--- src/rtl/vector_register_read_stage.sv ---
// Register Read stage: waits for source registers to be free, reads the register file, builds the execution packet.
// Latency: 3 cycles from accept to output_valid when there is no hazard; at best one packet every 3 cycles.
// Backpressure: input_ready drops while a packet is in flight; output_packet holds until output_ready.

package vector_register_read_pkg;
   localparam int VLEN                       = 64;
   localparam int VRR_PHYS_REGS              = 32;
   localparam int VRR_TAG_LENGTH             = $clog2(VRR_PHYS_REGS);
   localparam int VRR_DATA_LENGTH            = VLEN;
   localparam int FUNCTIONAL_UNIT_TAG_LENGTH = 3;
   localparam int EXECUTION_VECTOR_LENGTH    = 16;

   // Physical register tags for the four operand slots, v0 in the top field.
   typedef struct packed {
      logic [VRR_TAG_LENGTH-1:0] v0_tag;
      logic [VRR_TAG_LENGTH-1:0] vs2_tag;
      logic [VRR_TAG_LENGTH-1:0] vs1_tag;
      logic [VRR_TAG_LENGTH-1:0] vd_tag;
   } operand_tag_packet_t;

   // Packet handed over by Decode.
   typedef struct packed {
      logic [FUNCTIONAL_UNIT_TAG_LENGTH-1:0] functional_unit_tag;
      logic [EXECUTION_VECTOR_LENGTH-1:0]    execution_vector;
      operand_tag_packet_t                   operand_tags;
      logic [VRR_DATA_LENGTH-1:0]            scalar_immediate_operand;
   } register_read_packet_t;

   // Packet handed to the execution stage, operands fully resolved.
   typedef struct packed {
      logic [FUNCTIONAL_UNIT_TAG_LENGTH-1:0] functional_unit_tag;
      logic [EXECUTION_VECTOR_LENGTH-1:0]    execution_vector;
      operand_tag_packet_t                   operand_tags;
      logic [VRR_DATA_LENGTH-1:0]            v0_data;
      logic [VRR_DATA_LENGTH-1:0]            vs2_data;
      logic [VRR_DATA_LENGTH-1:0]            vs1_data;
      logic [VRR_DATA_LENGTH-1:0]            vd_data;
   } execution_packet_t;
endpackage

// The parameters below must agree with the package constants that size the packet structs.
module vector_register_read_stage
   import vector_register_read_pkg::*;
#(
   parameter int NUMBER_PHYSICAL_REGISTERS = VRR_PHYS_REGS,
   parameter int TAG_LENGTH                = $clog2(NUMBER_PHYSICAL_REGISTERS),
   parameter int DATA_LENGTH               = VLEN
) (
   input  logic                                    clock,
   input  logic                                    reset,
   input  logic [$bits(register_read_packet_t)-1:0] input_packet,
   input  logic [3:0]                              input_operand_mask,
   input  logic                                    input_write_back_request,
   input  logic                                    input_use_scalar,
   input  logic                                    input_valid,
   output logic                                    input_ready,
   output logic                                    register_file_read_enable,
   output logic [$bits(operand_tag_packet_t)-1:0]  register_file_read_tags,
   input  logic [4*DATA_LENGTH-1:0]                register_file_read_data,
   input  logic                                    write_back_valid,
   input  logic [TAG_LENGTH-1:0]                   write_back_tag,
   input  logic [DATA_LENGTH-1:0]                  write_back_data,
   output logic [$bits(execution_packet_t)-1:0]    output_packet,
   output logic                                    output_valid,
   input  logic                                    output_ready,
   output logic [NUMBER_PHYSICAL_REGISTERS-1:0]    busy_vector
);

   // Operand slot numbering matches the mask bits and the read-data lanes.
   localparam int OPERAND_VD  = 0;
   localparam int OPERAND_VS1 = 1;
   localparam int OPERAND_VS2 = 2;
   localparam int OPERAND_V0  = 3;

   typedef enum logic [1:0] {IDLE, HAZARD_CHECK, CAPTURE, ISSUE} state_t;

   state_t                               state;
   register_read_packet_t                latched_packet;
   logic [3:0]                           latched_mask;
   logic                                 latched_write_back_request;
   logic                                 latched_use_scalar;
   // One write-back port, so every bypassed operand carries the same value;
   // the per-operand flags decide which slots take it.
   logic [3:0]                           bypass_flag;
   logic [DATA_LENGTH-1:0]               bypass_data;
   logic [NUMBER_PHYSICAL_REGISTERS-1:0] busy;
   logic [NUMBER_PHYSICAL_REGISTERS-1:0] busy_next;
   execution_packet_t                    output_packet_register;
   logic                                 output_valid_register;

   logic [TAG_LENGTH-1:0]                operand_tag [4];
   logic [3:0]                           operand_needs_register;
   logic [3:0]                           write_back_hit;
   logic [3:0]                           operand_ready;
   logic                                 all_ready;
   logic                                 accept;
   logic [DATA_LENGTH-1:0]               operand_data [4];
   execution_packet_t                    assembled_packet;

   // Hazard check: an operand is ready when unused, not busy, or being written back this cycle.
   always_comb begin
      operand_tag[OPERAND_VD]  = latched_packet.operand_tags.vd_tag;
      operand_tag[OPERAND_VS1] = latched_packet.operand_tags.vs1_tag;
      operand_tag[OPERAND_VS2] = latched_packet.operand_tags.vs2_tag;
      operand_tag[OPERAND_V0]  = latched_packet.operand_tags.v0_tag;
      // A scalar vs1 never touches the register file, so it can neither stall nor bypass.
      operand_needs_register              = latched_mask;
      operand_needs_register[OPERAND_VS1] = latched_mask[OPERAND_VS1] & ~latched_use_scalar;
      for (int k = 0; k < 4; k++) begin
         write_back_hit[k] = write_back_valid && (write_back_tag == operand_tag[k]);
         operand_ready[k]  = !operand_needs_register[k] || !busy[operand_tag[k]] || write_back_hit[k];
      end
      all_ready = &operand_ready;
   end

   // Handshake and register-file strobe; the read is issued in the cycle the hazard clears.
   always_comb begin
      input_ready               = (state == IDLE) || ((state == ISSUE) && output_ready);
      accept                    = input_ready && input_valid;
      register_file_read_enable = (state == HAZARD_CHECK) && all_ready;
      register_file_read_tags   = latched_packet.operand_tags;
   end

   // Operand selection for the CAPTURE cycle: bypass, then scalar, then register-file data.
   always_comb begin
      for (int k = 0; k < 4; k++) begin
         operand_data[k] = '0;
         if (latched_mask[k]) begin
            if (bypass_flag[k]) begin
               operand_data[k] = bypass_data;
            end else if ((k == OPERAND_VS1) && latched_use_scalar) begin
               operand_data[k] = latched_packet.scalar_immediate_operand;
            end else begin
               operand_data[k] = register_file_read_data[k*DATA_LENGTH +: DATA_LENGTH];
            end
         end
      end
      assembled_packet                     = '0;
      assembled_packet.functional_unit_tag = latched_packet.functional_unit_tag;
      assembled_packet.execution_vector    = latched_packet.execution_vector;
      assembled_packet.operand_tags        = latched_packet.operand_tags;
      assembled_packet.v0_data             = operand_data[OPERAND_V0];
      assembled_packet.vs2_data            = operand_data[OPERAND_VS2];
      assembled_packet.vs1_data            = operand_data[OPERAND_VS1];
      assembled_packet.vd_data             = operand_data[OPERAND_VD];
   end

   // Pipeline FSM: latches the incoming packet, records bypasses, registers the output packet.
   always_ff @(posedge clock) begin
      if (reset) begin
         state                      <= IDLE;
         latched_packet             <= '0;
         latched_mask               <= '0;
         latched_write_back_request <= 1'b0;
         latched_use_scalar         <= 1'b0;
         bypass_flag                <= '0;
         bypass_data                <= '0;
         output_packet_register     <= '0;
         output_valid_register      <= 1'b0;
      end else begin
         if (accept) begin
            latched_packet             <= input_packet;
            latched_mask               <= input_operand_mask;
            latched_write_back_request <= input_write_back_request;
            latched_use_scalar         <= input_use_scalar;
         end
         case (state)
            IDLE: begin
               if (input_valid) begin
                  state <= HAZARD_CHECK;
               end
            end
            HAZARD_CHECK: begin
               if (all_ready) begin
                  bypass_flag <= operand_needs_register & write_back_hit;
                  bypass_data <= write_back_data;
                  state       <= CAPTURE;
               end
            end
            CAPTURE: begin
               output_packet_register <= assembled_packet;
               output_valid_register  <= 1'b1;
               state                  <= ISSUE;
            end
            ISSUE: begin
               if (output_ready) begin
                  output_valid_register <= 1'b0;
                  state                 <= input_valid ? HAZARD_CHECK : IDLE;
               end
            end
            default: begin
               state <= IDLE;
            end
         endcase
      end
   end

   // Scoreboard next state: write-back clears first, so an issue to the same tag wins.
   always_comb begin
      busy_next = busy;
      if (write_back_valid) begin
         busy_next[write_back_tag] = 1'b0;
      end
      if ((state == CAPTURE) && latched_write_back_request) begin
         busy_next[latched_packet.operand_tags.vd_tag] = 1'b1;
      end
   end

   // Scoreboard register.
   always_ff @(posedge clock) begin
      if (reset) begin
         busy <= '0;
      end else begin
         busy <= busy_next;
      end
   end

   assign output_packet = output_packet_register;
   assign output_valid  = output_valid_register;
   assign busy_vector   = busy;

endmodule

--- config.mk ---
export PLATFORM = sky130hd
export DESIGN_NAME = vector_register_read_stage
export DESIGN_NICKNAME = d
export VERILOG_FILES = /design/src/rtl/vector_register_read_stage.sv
export SDC_FILE = /design/constraint.sdc
export NUM_CORES = 1
export LEC_CHECK = 0
export CAP_MARGIN = 15
export CORE_AREA = 8 8 301 303
export CTS_BUF_LIST = sky130_fd_sc_hd__clkbuf_4 sky130_fd_sc_hd__clkbuf_8
export CTS_CLUSTER_SIZE = 20
export DETAILED_ROUTE_END_ITERATION = 8
export DIE_AREA = 0 0 309 311
export PLACE_DENSITY = 0.64
export SLEW_MARGIN = 20
export SYNTH_ARGS = -nofsm -noshare
export SYNTH_HDL_FRONTEND = slang
export SYNTH_SLANG_ARGS = --single-unit
--- constraint.sdc ---
create_clock -name clock -period 2.6 [get_ports clock]
set_input_delay 0.39 -clock clock [delete_from_list [all_inputs] [get_ports clock]]
set_output_delay 0.39 -clock clock [all_outputs]
set_load 0.05 [all_outputs]
Word level (Yosys, flattened, before mapping) --
Index checks and enable logic that the tools add are counted.
Operators by class: add/subtract/negate cells 0, $mul 0, divide/modulo/power cells 0, $lt $le $gt $ge 7, equal/unequal tests 10, shift-type cells 0, mux-type cells 30, bitwise logic cells 6, reductions and logical operators 33
Operators by type and width (number):
- $mux W64 | 9
- $mux W32 | 2
- $and A32 B32 Y32 | 1
- $not A32 Y32 | 1
- $or A32 B32 Y32 | 1
- $lt A5 B6 Y1 const B | 5
- $bmux W1 S5 | 4
- $eq A5 B5 Y1 | 4
- $demux W1 S5 | 2
- $ge A5 B1 Y1 const B | 2
- $logic_and A1 B1 Y1 | 10
- $logic_or A1 B1 Y1 | 9
- $logic_not A1 Y1 | 8
- $mux W1 | 8
- $pmux W2 S4 | 1
- $mux W2 | 3
- $ne A2 B2 Y1 const B | 3
- $reduce_and A5 Y1 | 1
- $and A4 B4 Y4 | 1
- $eq A2 B2 Y1 const B | 2
- $reduce_and A4 Y1 | 1
- $reduce_and A3 Y1 | 1
- $eq A2 B1 Y1 const B | 1
- $logic_not A2 Y1 | 1
- other kinds (5) | 5
Word-level totals: bits in registers 507, bits in latches 0, RAM bits 0, bits in read-only memories 0, input port bits 439, output and inout port bits 350, logic and storage cells 111, memories kept 0

Logic depth before layout (Yosys ltp) --
word-level depth 9, mapped depth 12

Worst setup path after synthesis --
OpenSTA, ideal clock, no wires.
path kind register -> output, start register busy[31], in the netlist busy_vector[31], end output port register_file_read_enable, data arrival time 2.861 ns, required time 2.210 ns, setup slack -0.651 ns, stages on the path, launching flop included 7, cells stage by stage dfxtp_1 -> mux4_2 -> mux2_2 -> a221oi_2 -> nor4_1 -> or3_4 -> nor3_2
Between the ends: word-level cells in the longest chain between the ends 7
Ends and longest elaborated chain:
- from (decl) | line 86 | logic [NUMBER_PHYSICAL_REGISTERS-1:0] busy;
- from (signal assigned) | line 214 | busy <= busy_next;
- $bmux W1 S5 | line 111 | operand_ready[k] = !operand_needs_register[k] || !busy[operand_tag[k]] || write_back_hit[k];
- $mux W1 (implied by the code) | line 111
- $logic_not A1 Y1 | line 111
- $logic_or A1 B1 Y1 (2 in series) | line 111
- $reduce_and A4 Y1 (*) | line 113 | all_ready = &operand_ready;
- $logic_and A1 B1 Y1 (*) | line 120 | register_file_read_enable = (state == HAZARD_CHECK) && all_ready;
- to (decl) | line 57 | output logic register_file_read_enable,
Every way passes the cells marked *; elsewhere a longest branch is shown, timed or not. The select of a mux whose other input is x is not followed.

Worst setup path after layout --
start register latched_packet (netlist bit register_file_read_tags[15]), end output port register_file_read_enable
Between the ends: word-level cells in the longest chain between the ends 7
Ends and longest elaborated chain:
- from (decl) | line 78 | register_read_packet_t latched_packet;
- from (signal assigned) | line 162 | latched_packet <= input_packet;
- $bmux W1 S5 | line 111
- $mux W1 (implied by the code) | line 111
- $logic_not A1 Y1 | line 111
- $logic_or A1 B1 Y1 | line 111
- $logic_or A1 B1 Y1 (*) | line 111
- $reduce_and A4 Y1 (*) | line 113
- $logic_and A1 B1 Y1 (*) | line 120
Marked as above.

==> reports/qor.yml <==
synth:
  synth_cell_type_count: 49
  syn_area_um2: 23900
  async_flop_share: 0
  synth_ff_type: "dfxtp_1"
  syn_inst: 2834
  yosysTopAreaCell: "dfxtp_1"
  yosysWarnings: 0
  synth.avg_cell_area_um2: 8.44
  netlist.area_leader.share: 0.424
  synthTopCellsByArea: "dfxtp_1, a21oi_1, mux2_2, nor2b_1, mux2i_1"
  synth_nets: 3278
  yosysSeqAreaShare: 0.424
  synth_edf_count: 0
  ys_seq_elements: 507
placed_design:
  hpwl_mm: 83.9
  dp_cells: 4694
  routabilityCongestion: 0.931
  io_buffers: 788
  placed_area_um2: 34200
global_route:
  grt_pass1_vias: 24300
  grt_pass1_wl_mm: 168
  grt_max_degree: 109
  grt.overflow.total: 0
  grt_usage: 0.231
  antenna_found_initial: 33
clock_network:
  cts_buffers: 93
  clk_pin_slew_ns: 0.06
  clock-root-buffer: "clkbuf_8"
  cts_tree: "built"
  insertion_delay_ns: 0.72
  cts_hold_buf: 0
  cts_buffer_depth: 3
  cts_htree_levels: 3
  cts_sinks: 507
pwr:
  cellPowerDensity_nw_per_um2: 682
  total_power_mw: 25.6
  p_leak_nw: 13.5
  peakVddDrop_v: 0.000497
setup_path:
  crit_type: "register to output pin"
  end_kind: "output pin"
  crit_slowest_cell: "mux4_2"
  cp_cell_sequence: "mux4_2 > mux2_4 > a221oi_4 > nor4_2 > or3_4 > nor3_4 > buf_8"
  cp.arrival_ns: 3.06
  cp.required_ns: 2.21
  worstPathMaxFanout: 6
  cpPeakStageDelay_ns: 0.52
  cp-start-kind: "register"
sta:
  setup_ws_ns: -0.845
  setup_violations: 70
  slew_headroom: 0.228
  fin_worst_skew_ns: 0.0571
  layout_min_cycle_time_ns: 3.45
  setup_tns_ns: -30.70
  hold_violations: 0
  timing.final.crit_share: 1.33
  rsz0062_at_grt: "true"
  worst-slew-pin-transition_ns: 1.16
  drv_slew: 0
  fmax_mhz: 290
min_path:
  min_path_type: "primary input to register"
finish:
  drive_gt1_frac: 0.195
  final_cell_area_um2: 37500
  final_common_cell: "clkdlybuf4s50_1"
  area_growth_pct: 56.7
  final_cell_mix: "clkdlybuf4s50_1, dfxtp_1, a21oi_1"
  layout.cells.non_filler: 4903
  final_nets: 4099
detailed_routing:
  ant_nets: 0
  drt_wl_total_mm: 118
  drc: 0
  wl_per_cell_um: 24.0
  first_pass_iters: 5
  drt_iter0_markers: 2077
  vias_per_cell: 4.96
  via_count: 24300
floorplan:
  io_pins: 789
  die_y_um: 311
  core_area_um2: 85900
  die_w_um: 309
  dieArea_um2: 96100
  row_count: 108
  start_util: 0.278
outcome:
  status: "finished, violations left"
  violations: "setup timing"
flow_run:
  drv_cap: 0
through the flow:
| stage | utilization | hold WS [ns] | setup WS [ns] |
|---|---|---|---|
| 2_1_floorplan | - | 0.436 | -0.137 |
| 3_3_place_gp | 0.397 | 0.441 | -0.593 |
| 3_5_place_dp | 0.397 | 0.446 | -0.585 |
| 4_1_cts | 0.435 | 0.110 | -0.940 |
| 5_1_grt | 0.436 | 0.150 | -0.988 |
| 6_report | 0.436 | 0.186 | -0.845 |
worst max-delay path, delay by kind of cell (launching register included):
kind	cells	cell delay, ns
mux	2	0.82
compound gates	1	0.29
simple gates	3	0.63
buf+inv	1	0.20
flops	1	0.42
flip-flops by register name (all words and copies together) (netlist names), 2 cells and up:
name	count
assembled_packet	19
busy_vector	32
bypass_data	64
bypass_flag	4
latched_mask	4
latched_packet	64
output_packet	295
register_file_read_tags	20
state	2
where the power goes:
group          internal, mW  leakage, nW  switching, mW
clock network          4.80         1.09           3.68
logic                  3.02         8.31           4.68
registers              8.45         4.13          0.938
per-layer routing:
layer	up-vias	GRT usage	share of wire
li1	11400	-	-
met1	11700	0.279	0.40
met2	992	0.393	0.48
met3	213	0.0616	0.080
met4	18	0.0799	0.031
met5	-	0	0.0011
final cells by class:
cell class,count,area (µm²)
tap,1155,1450
antenna,23,57.6
sequential,507,10200
fill,8437,48500
clock buffer,150,1880
clock inverter,15,189
timing repair buffer,999,10300
multi-input combinational,2044,13300
inverter,10,37.5
final timing paths:
kind / from / endpoint / slack (ns) / depth (start not counted)
hold / removal: reset / output_packet[94] / 0.19 / 2
setup reg to reg: register_file_read_tags[15] / bypass_data[26] / -0.58 / 12
hold reg to reg: assembled_packet[293] / assembled_packet[293] / 0.45 / 2
setup / recovery: register_file_read_tags[15] / register_file_read_enable / -0.85 / 7
timing repair:
action / in CTS / in global routing
cloned: 11 / 0
endpoints found under the setup margin: 76 / 71
pin swaps: 58 / 3
gates resized for setup: 140 / 5
hold endpoints to repair: 0 / 0
setup buffers: 9 / 1
synth_stat cells (all sizes together) (4+ instances only):
master,instances
a21oi,463
and2,6
dfxtp,507
o22ai,7
buf,64
o31ai,65
nor4,4
mux2i,128
nor2b,260
or3,4
or3b,4
nand2b,6
nor2,308
nor3,8
xnor2,10
mux4,22
nand2,327
o21ai,97
clkbuf,209
ha,5
nand4,67
mux2,197
xor2,10
inv,10
nand3b,13
nand3,7
logic make-up after synthesis:
kind of cell	synth area share
AO/OA/AOI/OAI	0.146
XOR/XNOR	0.00732
adder cells (fa/ha/maj)	0.00262
buffers and inverters	0.0503
flip-flops	0.424
multiplexers	0.167
AND/OR/NAND/NOR	0.202
Power figures use the tool's default switching activity.
